`src/rtl/rr_pkt_sched_pkg.sv`:
```
// arb_pkg: shared types and helpers for the round-robin packet scheduler.
//   sched_state_e : scheduler FSM states (IDLE, LOCK)
//   therm_above   : mask of bits strictly above idx, limited to n bits
//   lowest_idx    : index of the lowest set bit of a vector (0 if none)
package arb_pkg;

  typedef enum logic {
    IDLE = 1'b0,
    LOCK = 1'b1
  } sched_state_e;

  // Helpers operate on a fixed maximum width; callers cast to their own width.
  localparam int MAX_REQ = 32;

  function automatic logic [MAX_REQ-1:0] therm_above(input int idx, input int n);
    logic [MAX_REQ-1:0] m;
    m = {MAX_REQ{1'b0}};
    for (int i = 0; i < MAX_REQ; i++) begin
      m[i] = ((i > idx) && (i < n)) ? 1'b1 : 1'b0;
    end
    return m;
  endfunction

  function automatic int lowest_idx(input logic [MAX_REQ-1:0] vec);
    int r;
    r = 0;
    // Scan downwards so the lowest set bit is the last one written.
    for (int i = MAX_REQ - 1; i >= 0; i--) begin
      r = vec[i] ? i : r;
    end
    return r;
  endfunction

endpackage

```
`src/rtl/rr_pkt_sched_if.sv`:
```
// rr_pkt_sched_if: requester-side and sink-side handshake bundle.
//   req_valid/req_data/req_last/req_ready : per-requester valid/ready beats
//   out_valid/out_ready/out_data/out_last/out_src : registered output beat
//   pri_mask : current thermometer priority mask (debug/coverage)
// modport slave is the scheduler side, modport master the environment side.
interface rr_pkt_sched_if #(
  parameter int REQ_NUM    = 4,
  parameter int DATA_WIDTH = 8
);
  localparam int IDX_W = $clog2(REQ_NUM);

  logic [REQ_NUM-1:0]            req_valid;
  logic [REQ_NUM*DATA_WIDTH-1:0] req_data;
  logic [REQ_NUM-1:0]            req_last;
  logic [REQ_NUM-1:0]            req_ready;
  logic                          out_valid;
  logic                          out_ready;
  logic [DATA_WIDTH-1:0]         out_data;
  logic                          out_last;
  logic [IDX_W-1:0]              out_src;
  logic [REQ_NUM-1:0]            pri_mask;

  modport slave (
    input  req_valid, req_data, req_last, out_ready,
    output req_ready, out_valid, out_data, out_last, out_src, pri_mask
  );

  modport master (
    output req_valid, req_data, req_last, out_ready,
    input  req_ready, out_valid, out_data, out_last, out_src, pri_mask
  );
endinterface

```
`src/rtl/rr_pkt_sched_pick.sv`:
```
// rr_pick: combinational two-pass round-robin pick.
//   req  : request vector
//   mask : thermometer priority mask
//   gnt  : one-hot grant (zero when no request)
//   idx  : index of the granted requester (0 when no request)
// The masked (high-priority) group wins if non-empty, else the plain lowest request.
module rr_pick
  import arb_pkg::*;
#(
  parameter int REQ_NUM = 4,
  localparam int IDX_W  = $clog2(REQ_NUM)
) (
  input  logic [REQ_NUM-1:0] req,
  input  logic [REQ_NUM-1:0] mask,
  output logic [REQ_NUM-1:0] gnt,
  output logic [IDX_W-1:0]   idx
);

  logic [REQ_NUM-1:0] masked_s;
  logic [REQ_NUM-1:0] cand_s;

  // Select candidate set, then take its lowest index.
  always_comb begin
    masked_s = req & mask;
    if (masked_s != {REQ_NUM{1'b0}}) begin
      cand_s = masked_s;
    end else begin
      cand_s = req;
    end
    idx = IDX_W'(lowest_idx(MAX_REQ'(cand_s)));
    if (cand_s != {REQ_NUM{1'b0}}) begin
      gnt = {{(REQ_NUM-1){1'b0}}, 1'b1} << idx;
    end else begin
      gnt = {REQ_NUM{1'b0}};
    end
  end

endmodule

```
`src/rtl/rr_pkt_sched.sv`:
```
// rr_pkt_sched: round-robin packet scheduler with packet locking.
//   clk  : clock, all state on rising edge
//   rst  : asynchronous active-high reset
//   bus  : rr_pkt_sched_if.slave (requester beats in, registered beat out,
//          pri_mask debug output)
// A winner is picked every cycle; a multi-beat packet keeps its owner until
// the last beat, and priority moves past the winner only when a packet ends.
module rr_pkt_sched
  import arb_pkg::*;
#(
  parameter int REQ_NUM    = 4,
  parameter int DATA_WIDTH = 8
) (
  input  logic          clk,
  input  logic          rst,
  rr_pkt_sched_if.slave bus
);

  localparam int IDX_W = $clog2(REQ_NUM);

  sched_state_e          state_r, state_nxt_s;
  logic [IDX_W-1:0]      owner_r, owner_nxt_s;
  logic [REQ_NUM-1:0]    pri_mask_r, pri_mask_nxt_s;
  logic                  out_valid_r;
  logic [DATA_WIDTH-1:0] out_data_r;
  logic                  out_last_r;
  logic [IDX_W-1:0]      out_src_r;

  logic                  ld_s;
  logic [REQ_NUM-1:0]    pick_gnt_s;
  logic [IDX_W-1:0]      pick_idx_s;
  logic                  win_valid_s;
  logic [IDX_W-1:0]      win_idx_s;
  logic                  accept_s;
  logic [REQ_NUM-1:0]    req_ready_s;
  logic [DATA_WIDTH-1:0] acc_data_s;
  logic                  acc_last_s;

  // Output stage can take a new beat when empty or draining this cycle.
  assign ld_s = ~out_valid_r | bus.out_ready;

  rr_pick #(.REQ_NUM(REQ_NUM)) u_pick (
    .req  (bus.req_valid),
    .mask (pri_mask_r),
    .gnt  (pick_gnt_s),
    .idx  (pick_idx_s)
  );

  // Winner selection and ready generation; a locked owner without valid is a bubble.
  always_comb begin
    win_valid_s = 1'b0;
    win_idx_s   = {IDX_W{1'b0}};
    case (state_r)
      IDLE: begin
        win_valid_s = |pick_gnt_s;
        win_idx_s   = pick_idx_s;
      end
      LOCK: begin
        win_valid_s = bus.req_valid[owner_r];
        win_idx_s   = owner_r;
      end
      default: begin
        win_valid_s = 1'b0;
        win_idx_s   = {IDX_W{1'b0}};
      end
    endcase
    accept_s    = ld_s & win_valid_s;
    req_ready_s = {REQ_NUM{1'b0}};
    if (accept_s) begin
      req_ready_s[win_idx_s] = 1'b1;
    end else begin
      req_ready_s = {REQ_NUM{1'b0}};
    end
    acc_data_s = bus.req_data[win_idx_s*DATA_WIDTH +: DATA_WIDTH];
    acc_last_s = bus.req_last[win_idx_s];
  end

  // Next state, owner and priority mask; mask moves only on a last beat.
  always_comb begin
    state_nxt_s    = state_r;
    owner_nxt_s    = owner_r;
    pri_mask_nxt_s = pri_mask_r;
    if (accept_s) begin
      if (acc_last_s) begin
        state_nxt_s    = IDLE;
        // All-zero mask after the top requester falls back to the plain pick.
        pri_mask_nxt_s = REQ_NUM'(therm_above(int'(win_idx_s), REQ_NUM));
      end else begin
        state_nxt_s = LOCK;
        owner_nxt_s = win_idx_s;
      end
    end else begin
      state_nxt_s = state_r;
    end
  end

  // FSM, owner, mask and registered output stage.
  always_ff @(posedge clk or posedge rst) begin
    if (rst) begin
      state_r     <= IDLE;
      owner_r     <= {IDX_W{1'b0}};
      pri_mask_r  <= {REQ_NUM{1'b1}};
      out_valid_r <= 1'b0;
      out_data_r  <= {DATA_WIDTH{1'b0}};
      out_last_r  <= 1'b0;
      out_src_r   <= {IDX_W{1'b0}};
    end else begin
      state_r    <= state_nxt_s;
      owner_r    <= owner_nxt_s;
      pri_mask_r <= pri_mask_nxt_s;
      if (accept_s) begin
        out_valid_r <= 1'b1;
        out_data_r  <= acc_data_s;
        out_last_r  <= acc_last_s;
        out_src_r   <= win_idx_s;
      end else if (ld_s) begin
        out_valid_r <= 1'b0;
      end
    end
  end

  assign bus.req_ready = req_ready_s;
  assign bus.out_valid = out_valid_r;
  assign bus.out_data  = out_data_r;
  assign bus.out_last  = out_last_r;
  assign bus.out_src   = out_src_r;
  assign bus.pri_mask  = pri_mask_r;

endmodule

```
`src/flat_wrapper.sv`:
```
// flat-port wrapper written by rule: the top's interface ports become plain ports
module rr_pkt_sched_flat import arb_pkg::*;
#(
  parameter int REQ_NUM    = 4,
  parameter int DATA_WIDTH = 8
)
  (clk, rst, bus_req_valid, bus_req_data, bus_req_last, bus_out_ready, bus_req_ready, bus_out_valid, bus_out_data, bus_out_last, bus_out_src, bus_pri_mask);
  rr_pkt_sched_if #(.REQ_NUM(REQ_NUM), .DATA_WIDTH(DATA_WIDTH)) bus_i ();
  input  logic clk;
  input  logic rst;
  input wire logic [$bits(bus_i.req_valid)-1:0] bus_req_valid;
  input wire logic [$bits(bus_i.req_data)-1:0] bus_req_data;
  input wire logic [$bits(bus_i.req_last)-1:0] bus_req_last;
  input wire logic [$bits(bus_i.out_ready)-1:0] bus_out_ready;
  output wire logic [$bits(bus_i.req_ready)-1:0] bus_req_ready;
  output wire logic [$bits(bus_i.out_valid)-1:0] bus_out_valid;
  output wire logic [$bits(bus_i.out_data)-1:0] bus_out_data;
  output wire logic [$bits(bus_i.out_last)-1:0] bus_out_last;
  output wire logic [$bits(bus_i.out_src)-1:0] bus_out_src;
  output wire logic [$bits(bus_i.pri_mask)-1:0] bus_pri_mask;
  assign bus_i.req_valid = bus_req_valid;
  assign bus_i.req_data = bus_req_data;
  assign bus_i.req_last = bus_req_last;
  assign bus_i.out_ready = bus_out_ready;
  assign bus_req_ready = bus_i.req_ready;
  assign bus_out_valid = bus_i.out_valid;
  assign bus_out_data = bus_i.out_data;
  assign bus_out_last = bus_i.out_last;
  assign bus_out_src = bus_i.out_src;
  assign bus_pri_mask = bus_i.pri_mask;
  rr_pkt_sched #(.REQ_NUM(REQ_NUM), .DATA_WIDTH(DATA_WIDTH)) u_core (.clk(clk), .rst(rst), .bus(bus_i));
endmodule
```
`config.mk`:
```
export PLATFORM = sky130hd
export DESIGN_NAME = rr_pkt_sched_flat
export DESIGN_NICKNAME = d
export VERILOG_FILES = /design/src/rtl/rr_pkt_sched_pkg.sv /design/src/rtl/rr_pkt_sched_if.sv /design/src/rtl/rr_pkt_sched_pick.sv /design/src/rtl/rr_pkt_sched.sv /design/src/flat_wrapper.sv
export SDC_FILE = /design/constraint.sdc
export NUM_CORES = 1
export LEC_CHECK = 0
export ABC_AREA = 0
export CORE_AREA = 2 2 57 59
export CTS_CLUSTER_DIAMETER = 100
export DETAILED_ROUTE_END_ITERATION = 12
export DIE_AREA = 0 0 59 61
export PLACE_DENSITY = 0.94
export SLEW_MARGIN = 0
export SYNTH_ARGS = -nofsm -noshare
export SYNTH_HDL_FRONTEND = slang
export SYNTH_SLANG_ARGS = --single-unit
```
`constraint.sdc`:
```
create_clock -name clk -period 4.8 [get_ports clk]
set_input_delay 0.72 -clock clk [delete_from_list [all_inputs] [get_ports clk]]
set_output_delay 0.72 -clock clk [all_outputs]
set_load 0.03 [all_outputs]
```
# [Word-level counts from Yosys, hierarchy flattened]
# Index checks and enable logic that the tools add are counted.
[word_totals] ff_bits=19 latch_bits=0 ram_bits=0 romBits=0 input_bits=43 output_inout_bits=20 elab_cells=49 n_memories=0
[classes] addsub=0 multipliers=0 div_mod_pow=0 magnitude_cmp=6 eq_ne=0 shift=2 n_mux=21 bitwise=6 reduce_logical=7
[ops] op="indexed part select 32 x 6 -> 8 bit" n=1
[ops] op="2-to-1 mux 4 bit" n=3
[ops] op="2-to-1 mux 1 bit" n=9
[ops] op="2-to-1 mux 2 bit" n=4
[ops] op="nonzero test 4 bit" n=2
[ops] op="< comparator 2 x 3 -> 1 bit (second input constant)" n=2
[ops] op="bitwise AND 4 bit" n=1
[ops] op="binary-select mux 1 bit (select 2 bit)" n=2
[ops] op="> comparator 2 bit (first input constant)" n=2
[ops] op="case mux 2 bit (2 select lines)" n=1
[ops] op="AND reduction 2 bit" n=2
[ops] op="OR reduction 4 bit" n=1
[ops] op="left shift 1 x 2 -> 4 bit (first input constant)" n=1
[ops] op="inverter 1 bit" n=3
[ops] op="demux 1 bit (select 2 bit)" n=1
[ops] op="greater-or-equal comparator 2 x 1 -> 1 bit (second input constant)" n=1
[ops] op="> comparator 1 x 2 -> 1 bit (first input constant)" n=1
[ops] op="case mux 1 bit (2 select lines)" n=1
[ops] op="nonzero test 2 bit" n=1
[ops] op="bitwise AND 1 bit" n=1
[ops] op="logical AND 1 bit" n=1
[ops] op="OR 1 bit" n=1

# [Depth between registers and ports, before layout]
[logic_depth] ltp_word=13 depth_mapped=6 mapped_depth_nobuf=6

# [Modules after synthesis]
# From an unflattened synthesis, not the netlist that was laid out.
[hier_totals] hier_cells=119 hier_area_um2=1355.0
[by_module_without_submodules] module="rr_pkt_sched" n_inst=1 cells_each=90 area_each_um2=1189.9
[by_module_without_submodules] module="rr_pick" n_inst=1 cells_each=29 area_each_um2=165.2

# [Least setup slack after synthesis]
# OpenSTA, ideal clock, no wires.
[synth_timing] path_kind="in2out" startpoint="in bus_req_valid[1]" endpoint="out bus_req_ready[3]" arrival_ns=2.205 required_time_ns=4.080 path_slack_ns=1.875 cell_stages=5 path_buffers=1 path_cell_list="mux4_2 nand2b_1 nand3_1 buf_2 nor3_1"
[synth_between] elab_chain_len=13 word_cells_on_any_way=22
[synth_rtl] element="start, declared" line="flat_wrapper.sv:11" text="input wire logic [$bits(bus_i.req_valid)-1:0] bus_req_valid;"
[synth_rtl] element="bitwise AND 4 bit" line="rr_pkt_sched_pick.sv:24" text="masked_s = req & mask;"
[synth_rtl] element="nonzero test 4 bit" line="rr_pkt_sched_pick.sv:25" text="if (masked_s != {REQ_NUM{1'b0}}) begin"
[synth_rtl] element="2-to-1 mux 4 bit" line="rr_pkt_sched_pick.sv:25"
[synth_rtl] element="2-to-1 mux 2 bit (4 in a row)" line="rr_pkt_sched_pkg.sv:29" text="r = vec[i] ? i : r;"
[synth_rtl] element="case mux 2 bit (2 select lines) / left shift 1 x 2 -> 4 bit (equally long branches)" line="rr_pkt_sched.sv:53, rr_pkt_sched_pick.sv:32"
[synth_rtl] element="< comparator 2 x 3 -> 1 bit (not written as such), or another cell as far along" line="rr_pkt_sched.sv:70" text="req_ready_s[win_idx_s] = 1'b1;"
[synth_rtl] element="logical AND 1 bit (not written as such) / OR reduction 4 bit (equally long branches)" line="rr_pkt_sched.sv:70, rr_pkt_sched.sv:55"
[synth_rtl] element="2-to-1 mux 1 bit (not written as such) / case mux 1 bit (2 select lines) (equally long branches)" line="rr_pkt_sched.sv:70, rr_pkt_sched.sv:53"
[synth_rtl] element="demux 1 bit (select 2 bit) / bitwise AND 1 bit (equally long branches)"
[synth_rtl] element="2-to-1 mux 4 bit *" line="rr_pkt_sched.sv:69" text="if (accept_s) begin"
[synth_rtl] element="end, declared" line="flat_wrapper.sv:15" text="output wire logic [$bits(bus_i.req_ready)-1:0] bus_req_ready;"
# Every way passes the cells marked *; elsewhere a longest branch is shown, timed or not. The select of a mux whose other input is x is not followed.

# [Final worst setup path]
[layout_timing] startpoint="in bus_req_valid[3]" endpoint="out bus_req_ready[0]"
# Same word-level chain as after synthesis.

==> impl_metrics.json <==
{
  "swShare": 0.473,
  "die_h_um": 61,
  "clockRootBuffer": "clkbuf_4",
  "power.leakage_uw": 0.000865,
  "grt_antenna_before_repair": 0,
  "vias": 1263,
  "cp_cell_sequence": "clkdlybuf4s50_1, a22oi_1, a31oi_1, o2bb2ai_4, nand2_1, nor2_1, clkdlybuf4s50_1",
  "max_stage_delay_ns": 0.71,
  "nFillCells": 260,
  "finalClockSkew_ns": 0.00689,
  "required_ns": 4.08,
  "syn_area_um2": 1240,
  "fmax_mhz": 249,
  "synth_fa_ha_area_frac": 0,
  "avgSynthCellArea_um2": 9.98,
  "muxShareOfSynthArea": 0.190,
  "synth_seq_area_share": 0.388,
  "gr-usage-all-layers": 0.217,
  "core_area_um2": 2950,
  "grt_max_degree": 20,
  "synthArstFlopShare": 1.00,
  "drt-total-wl_mm": 3.59,
  "p_comb_frac": 0.672,
  "hold-worst-slack_ns": 0.501,
  "syn2layout_area_growth_pct": 55.0,
  "arrival_ns": 3.29,
  "end_kind": "primary output",
  "synth_seq_cells": 19,
  "ys_warn_count": 0,
  "syn_inst": 124,
  "intPower_uw": 613,
  "crit_slowest_cell": "clkdlybuf4s50_1",
  "synth_compound_area_frac": 0.260,
  "via_per_inst": 5.71,
  "drive_gt1_frac": 0.0851,
  "gp_congestion": 0.824,
  "final_area_um2": 1920,
  "rsz0062_at_grt": "no",
  "finalSetupTns_ns": 0,
  "post-cts-setup-buffers": 0,
  "cts_hold_buf": 0,
  "synth_top_family_by_area": "compound AO/OA/AOI/OAI gates",
  "drv_cap": 0,
  "tightest_slew_ns": 0.731,
  "drt_pre_antenna_iters": 4,
  "cts_made_buffers": 3,
  "nets": 232,
  "cts_resized": 0,
  "clockBufferDepth": 2,
  "power.switching_uw": 551,
  "die_area_um2": 3600,
  "drc_errors": 0,
  "die_w_um": 59,
  "utilization": 0.650,
  "finalHoldViolCount": 0,
  "crit_fanout": 18,
  "setup_viol": 0,
  "io_pins": 63,
  "fp-row-count": 20,
  "worstSkewPairLatency_ns": 0.30,
  "diodes": 0,
  "p_seq_frac": 0.256,
  "overflow": 0,
  "ctsHtreeMaxLevel": 1,
  "fin_crit_sh": 0.835,
  "yosys.area_share.simple": 0.125,
  "ant_nets": 0,
  "clock_sinks": 19,
  "place_area_um2": 1890,
  "wl_per_cell_um": 16.2,
  "grt_pass1_wl_mm": 5.82,
  "holdCritPathClass": "flip-flop to flip-flop",
  "dp_hpwl_mm": 2.85,
  "startpoint_type": "primary input",
  "synth_ff_type": "dfrtp_1",
  "initial_core_util": 0.419,
  "slew_viol_final": 0,
  "crit_type": "primary input to primary output",
  "power_density_nw_per_um2": 607,
  "outcome": "complete, no violations",
  "drtIter0Drc": 48,
  "p_clk_frac": 0.072,
  "synth_cell_types": 37,
  "cts_tree": "yes",
  "syn_nets": 167,
  "clk_pin_slew_ns": 0.11,
  "cp_common_cell": "clkdlybuf4s50_1",
  "period_needed_ns": 4.01,
  "port_buffers": 62,
  "synthXorXnorAreaFrac": 0,
  "final_cell_mix": "clkdlybuf4s50_1, mux2i_1, nand2_1, dfrtp_1, o221ai_1",
  "grt_pass1_vias": 1282,
  "slew_headroom": 0.512,
  "synth_edf_count": 0,
  "final_common_cell": "clkdlybuf4s50_1",
  "ir_drop_v": 0.000284
}
==> critical path: cells and delay by family <==
family / cells / cell delay, ns
AOI/OAI and AO/OA: 3 / 1.00
buffers and inverters: 2 / 1.24
and+or+nand+nor: 2 / 0.33
==> per-stage QoR <==
stage	power, µW	setup slack, ns	cells
finish	1160	0.791	221
global route	1250	0.620	221
detailed placement	1080	0.807	217
global placement	1060	0.877	217
CTS	1170	0.814	221
floorplan	812	1.87	124
==> registers in the layout, summed over array words and instances, names as in the netlist <==
name / count
u_core.bus.out_data: 8
u_core.bus.pri_mask: 4
u_core.bus.out_src: 2
u_core.owner_r: 2
u_core.bus.out_last: 1
u_core.bus.out_valid: 1
u_core.state_r: 1
==> path summary, 6_finish.rpt <==
path / slack [ns] / from / endpoint / cells past startpoint
hold / removal: 0.50 / u_core.bus.out_last / u_core.bus.out_last / 1
max in group asynchronous: 3.50 / rst / u_core.bus.out_data[2] / 2
setup reg to reg: 2.52 / u_core.bus.pri_mask[2] / u_core.state_r / 6
setup / recovery: 0.79 / bus_req_valid[3] / bus_req_ready[0] / 7
hold reg to reg: 0.50 / u_core.bus.out_last / u_core.bus.out_last / 1
min in group asynchronous: 0.83 / rst / u_core.bus.out_data[0] / 2
==> cell usage after synthesis (2+ instances only) <==
master,n,area [µm²]
mux2i_1,19,190
nand2_1,18,67.6
dfrtp_1,15,375
o221ai_1,8,70.1
a21oi_1,7,35.0
inv_1,6,22.5
nor2_1,5,18.8
dfstp_2,4,105
buf_2,3,15.0
nand2b_1,3,18.8
o21ai_0,3,15.0
a21boi_0,2,15.0
mux2_2,2,22.5
nor2b_1,2,12.5
o21a_1,2,15.0
o21ai_1,2,10.0
o22ai_1,2,12.5
o2bb2ai_1,2,17.5
==> power by group through the flow <==
stage	registers [µW]	clock network [µW]	logic (µW)
final	298	83.3	782
after global routing	307	91.7	847
after CTS	298	84.0	786
after detailed placement	301	0	781
after global placement	299	0	756
after floorplan	413	0	399
==> logic make-up (layout without fill, tap and decap cells) <==
kind of cell,count (synthesis),count (layout)
AOI/OAI and AO/OA,39,39
buffers and inverters,10,74
DFF,19,19
muxes,22,22
and+or+nand+nor,34,34
==> layer usage <==
metal / track usage / vias up / part of all wire
li1: - / 594 / -
met1: 0.241 / 598 / 0.39
met2: 0.392 / 61 / 0.52
met3: 0.0533 / 10 / 0.067
met4: 0.101 / 0 / 0.023
met5: 0 / - / 0
==> area by class of cell <==
class,instances,area (µm²),share of cell area
Inverter,6,22.5,0.0117
Tap cell,33,41.3,0.0215
Multi-Input combinational cell,95,712,0.371
Clock buffer,4,26.3,0.0137
Sequential cell,19,480,0.250
Timing Repair Buffer,64,636,0.331
(Power assumes the default switching activity.)
